**src/rtl/uart_tx.sv**
```systemverilog
// UART transmitter: start bit, DATA_BITS data bits LSB-first, one stop bit, no parity.
// All outputs come straight from flops so the serial line never glitches.
module uart_tx #(
  parameter int BAUD_RATE = 9600,
  parameter int CLK_FREQ  = 100_000_000,
  parameter int DATA_BITS = 8
) (
  input  logic                 clk,
  input  logic                 arst,
  input  logic                 tx_en,
  input  logic                 tx_rst,
  input  logic                 tx_start,
  input  logic [DATA_BITS-1:0] tx_data,
  output logic                 tx_serial,
  output logic                 tx_busy,
  output logic                 tx_done
);

  localparam int BAUD_DIV = CLK_FREQ / BAUD_RATE;
  localparam int CNT_W    = (BAUD_DIV > 1) ? $clog2(BAUD_DIV) : 1;
  localparam int IDX_W    = $clog2(DATA_BITS);
  localparam logic [CNT_W-1:0] BAUD_LAST = CNT_W'(BAUD_DIV - 1);
  localparam logic [IDX_W-1:0] BIT_LAST  = IDX_W'(DATA_BITS - 1);

  typedef enum logic [1:0] {IDLE, START, DATA, STOP} state_t;

  state_t               state_reg, state_next;
  logic [CNT_W-1:0]     baud_cnt_reg, baud_cnt_next;
  logic [IDX_W-1:0]     bit_idx_reg, bit_idx_next;
  logic [DATA_BITS-1:0] shift_reg, shift_next;
  logic                 serial_next, busy_next, done_next;
  logic                 bit_end;

  assign bit_end = (baud_cnt_reg == BAUD_LAST);

  always_ff @(posedge clk or posedge arst) begin
    if (arst) begin
      state_reg    <= IDLE;
      baud_cnt_reg <= '0;
      bit_idx_reg  <= '0;
      shift_reg    <= '0;
      tx_serial    <= 1'b1;
      tx_busy      <= 1'b0;
      tx_done      <= 1'b0;
    end else begin
      state_reg    <= state_next;
      baud_cnt_reg <= baud_cnt_next;
      bit_idx_reg  <= bit_idx_next;
      shift_reg    <= shift_next;
      tx_serial    <= serial_next;
      tx_busy      <= busy_next;
      tx_done      <= done_next;
    end
  end

  always_comb begin
    state_next    = state_reg;
    baud_cnt_next = baud_cnt_reg;
    bit_idx_next  = bit_idx_reg;
    shift_next    = shift_reg;
    if (tx_rst) begin
      state_next    = IDLE;
      baud_cnt_next = '0;
      bit_idx_next  = '0;
      shift_next    = '0;
    end else begin
      case (state_reg)
        IDLE: begin
          baud_cnt_next = '0;
          bit_idx_next  = '0;
          if (tx_en && tx_start) begin
            shift_next = tx_data;
            state_next = START;
          end
        end
        START: begin
          if (bit_end) begin
            baud_cnt_next = '0;
            bit_idx_next  = '0;
            state_next    = DATA;
          end else begin
            baud_cnt_next = baud_cnt_reg + 1'b1;
          end
        end
        DATA: begin
          if (bit_end) begin
            baud_cnt_next = '0;
            shift_next    = shift_reg >> 1;
            if (bit_idx_reg == BIT_LAST) begin
              state_next = STOP;
            end else begin
              bit_idx_next = bit_idx_reg + 1'b1;
            end
          end else begin
            baud_cnt_next = baud_cnt_reg + 1'b1;
          end
        end
        STOP: begin
          if (bit_end) begin
            baud_cnt_next = '0;
            state_next    = IDLE;
          end else begin
            baud_cnt_next = baud_cnt_reg + 1'b1;
          end
        end
        default: state_next = IDLE;
      endcase
    end
  end

  // Outputs are decoded from the next-state values so the registered copies
  // line up exactly with the state they describe.
  always_comb begin
    serial_next = 1'b1;
    busy_next   = (state_next != IDLE);
    done_next   = (state_next == STOP) && (baud_cnt_next == BAUD_LAST);
    case (state_next)
      START:   serial_next = 1'b0;
      DATA:    serial_next = shift_next[0];
      default: serial_next = 1'b1;
    endcase
  end

endmodule

```
**config.mk**
```make
export PLATFORM = sky130hd
export DESIGN_NAME = uart_tx
export DESIGN_NICKNAME = d
export VERILOG_FILES = /design/src/rtl/uart_tx.sv
export SDC_FILE = /design/constraint.sdc
export NUM_CORES = 1
export LEC_CHECK = 0
export ABC_AREA = 1
export CORE_MARGIN = 2
export CORE_UTILIZATION = 45
export DETAILED_ROUTE_END_ITERATION = 12
export PLACE_DENSITY = 0.67
export SLEW_MARGIN = 10
export SYNTH_ARGS = -nofsm -noshare
export SYNTH_HDL_FRONTEND = slang
export SYNTH_SLANG_ARGS = --single-unit
```
**constraint.sdc**
```tcl
create_clock -name clk -period 1.59 [get_ports clk]
set_clock_uncertainty 0.15 [all_clocks]
set_input_delay 0.318 -clock clk [delete_from_list [all_inputs] [get_ports clk]]
set_output_delay 0.318 -clock clk [all_outputs]
set_load 0.05 [all_outputs]
```
==> results of run 1 <==
-- cells by family (layout without fill, tap and decap cells) --
logic type	after synthesis	after routing	share of synthesized area
compound gates	23	23	0.0862
xor+xnor	1	1	0.00494
fa+ha+maj	3	3	0.0212
buf+inv	40	95	0.0911
flops	30	30	0.424
simple gates	128	128	0.372
-- final cells by class --
cell class / count / area (sq um) / area share
multi-input cells: 155 / 965 / 0.389
flip-flops and latches: 30 / 753 / 0.303
repair buffers: 50 / 463 / 0.186
inverters: 37 / 151 / 0.0610
clock buffers: 8 / 90.1 / 0.0363
well taps: 48 / 60.1 / 0.0242
-- per-stage QoR --
step                power, uW  hold slack, ps  setup slack [ps]
CTS                      1610             245              -117
finish                   1590             239              -152
global route             1670             253              -272
floorplan                 884             258              1.33
detailed placement        975             339              -284
global placement          972             327              -268
-- worst max-delay path, stage by stage, from the launching register on --
cell,delay (ps)
dfrtp_1,410
ha_4,180
nand3_4,100
nor2_4,170
nand3_2,110
nand2_2,70
nand3_2,90
nor2_2,120
nand3_1,90
nor3_2,170
-- power breakdown --
group	internal [uW]	leakage (uW)	switching, uW
registers	781	0.000409	14.0
logic	86.0	0.000676	91.5
clock network	352	0.0000455	269
total	1220	0.00113	374
-- cells in the final DEF, fill, tap and decap left out, types with 2 or more instances in the layout --
master           netlist  layout
clkbuf_1               0       2
a22oi_1                7       3
nand3_1               26      23
dfrtp_1               29      28
nor3_2                 1       2
nor2_4                 4       6
nor2_1                26      23
inv_2                  4       7
buf_12                 0       4
clkdlybuf4s50_1        0      12
nand4_1                6       6
nand2_8                1       2
nand3_2                3       5
a21oi_1                2       2
inv_1                 32      27
ha_1                   3       2
nand2_2                2       5
nor2_2                 5       6
clkbuf_8               0       6
o211ai_1               2       2
inv_4                  0       2
nand2_1               47      44
o21ai_1                8       8
a22oi_2                0       4
buf_4                  1      32
buf_6                  0       2
-- worst max path at each step --
stage                     slack (ps)  cells past startpoint                  end                       from
final                           -150                      9    tx_done$_DFF_PP0_  baud_cnt_reg[0]$_DFF_PP0_
after global routing            -270                      9    tx_done$_DFF_PP0_  baud_cnt_reg[0]$_DFF_PP0_
after floorplan                    1                     10  tx_serial$_DFF_PP1_  baud_cnt_reg[0]$_DFF_PP0_
after global placement          -270                      6    tx_done$_DFF_PP0_                     tx_rst
after CTS                       -120                     10  tx_serial$_DFF_PP1_  baud_cnt_reg[0]$_DFF_PP0_
after detailed placement        -280                      6    tx_done$_DFF_PP0_                     tx_rst
-- layer usage --
layer	vias to the layer above	global-route usage
met5	-	0
met4	0	0.0689
met3	6	0.0405
met2	36	0.361
met1	767	0.255
li1	837	-
-- what timing repair did --
item,in CTS,in global routing
cloned,0,0
pin swaps,6,14
setup buffers,2,3
resized for setup,8,24
endpoints found under the setup margin,19,26
==> impl_metrics.json, run 1 <==
{
  "status": "finished with violations",
  "violations": "setup timing",
  "totalWireLength_um": 4000,
  "grt_setup_unrepaired": "true",
  "clock_latency_ps": 280,
  "period_share": 1.10,
  "grt_overflow": 0,
  "io_buffers": 15,
  "netlist.area_leader.share": 0.410,
  "die_w_um": 66.7,
  "fillers": 320,
  "drive_above_1_share": 0.332,
  "synth_edf_count": 0,
  "grt_util_all_layers": 0.207,
  "synth-seq-area-share": 0.424,
  "routed_via_density": 5.02,
  "criticalPathCategory": "flip-flop to flip-flop",
  "timing.final.crit_period_ps": 1740,
  "cts_tree": "done",
  "ys_async_sr_fraction": 1.00,
  "top_layer_used": "met4",
  "clockBufferDepth": 2,
  "synthDistinctLibCells": 32,
  "start_util": 0.477,
  "hold_buffers": 0,
  "finalSetupTns_ps": -1730,
  "p_per_area_nw_per_um2": 642,
  "wl_met3_um": 136,
  "worst_ep_required_time_ps": 1640,
  "dieArea_sq_um": 4450,
  "syn_to_final_growth_pct": 40.1,
  "clk_pin_slew_ps": 60,
  "cp.arrival_ps": 1790,
  "grt_pass1_wl_um": 6830,
  "yosysMostFrequentCell": "nand2_1",
  "utilization": 0.668,
  "cts_buffers": 5,
  "dp_hpwl_um": 2930,
  "layoutNonFillerInstCount": 328,
  "cts_sinks": 30,
  "hold_path.class": "input port to async pin",
  "place_congestion": 0.823,
  "slew_viol_final": 0,
  "ys_seq_elements": 30,
  "hold_viol_final": 0,
  "synth_warnings": 0,
  "ys.flop_type": "dfrtp_1",
  "syn_nets": 241,
  "dr.pass1.iters": 4,
  "setup_viol": 16,
  "synth.top_cells.by_count": "nand2_1 (47), inv_1 (32), dfrtp_1 (29), nand3_1 (26), nor2_1 (26)",
  "netlist_instances": 225,
  "worst-path-max-fanout": 4,
  "end_kind": "flip-flop",
  "dieHeight_um": 66.7,
  "slew_headroom": 0.654,
  "worst_slew_pin_slew_ps": 517,
  "grt_max_degree": 31,
  "worstSetupStartpointType": "flip-flop",
  "wl_met2_um": 2040,
  "largest_reg_flops": 14,
  "grt_pass1_vias": 1558,
  "dpl.cell_count": 315,
  "wl_per_cell_um": 12.2,
  "fin_nets": 295,
  "final_antenna_net_count": 0,
  "synth_area_sq_um": 1770,
  "root_buffer": "clkbuf_8",
  "clock.fmax_mhz": 574,
  "setup_slack_ps": -152,
  "yosysTopAreaCell": "dfrtp_1",
  "fin_area_sq_um": 2480,
  "diodes": 0,
  "maxCapViolCount": 0,
  "reg2reg_to": "tx_done$_DFF_PP0_",
  "core-area_sq_um": 3720,
  "avgSynthCellArea_sq_um": 7.87,
  "rrSetupSlack_ps": -150,
  "antenna_found_initial": 0,
  "num_io_pins": 16,
  "ir_worst_vdd_v": 0.000545,
  "met1_length_um": 1760,
  "drt_iter0_drc": 75,
  "vias": 1646,
  "leakagePower_uw": 0.00113,
  "reg2reg_depth": 9,
  "place_area_sq_um": 2240,
  "r2r-start": "baud_cnt_reg[0]$_DFF_PP0_",
  "yosys-top-cells-area": "dfrtp_1 (41%), nand2_1 (10%), nand3_1 (7.3%)",
  "htree_levels": 2,
  "rows": 22,
  "drc": 0
}
Note: power is estimated with default switching activity, not from simulation.
==> run 2, diff against run 1 <==
Settings changed: SLEW_MARGIN 10 to default.
==> results of run 2 <==
Same layout as run 1: the final DEF is identical, and so are final timing and power.
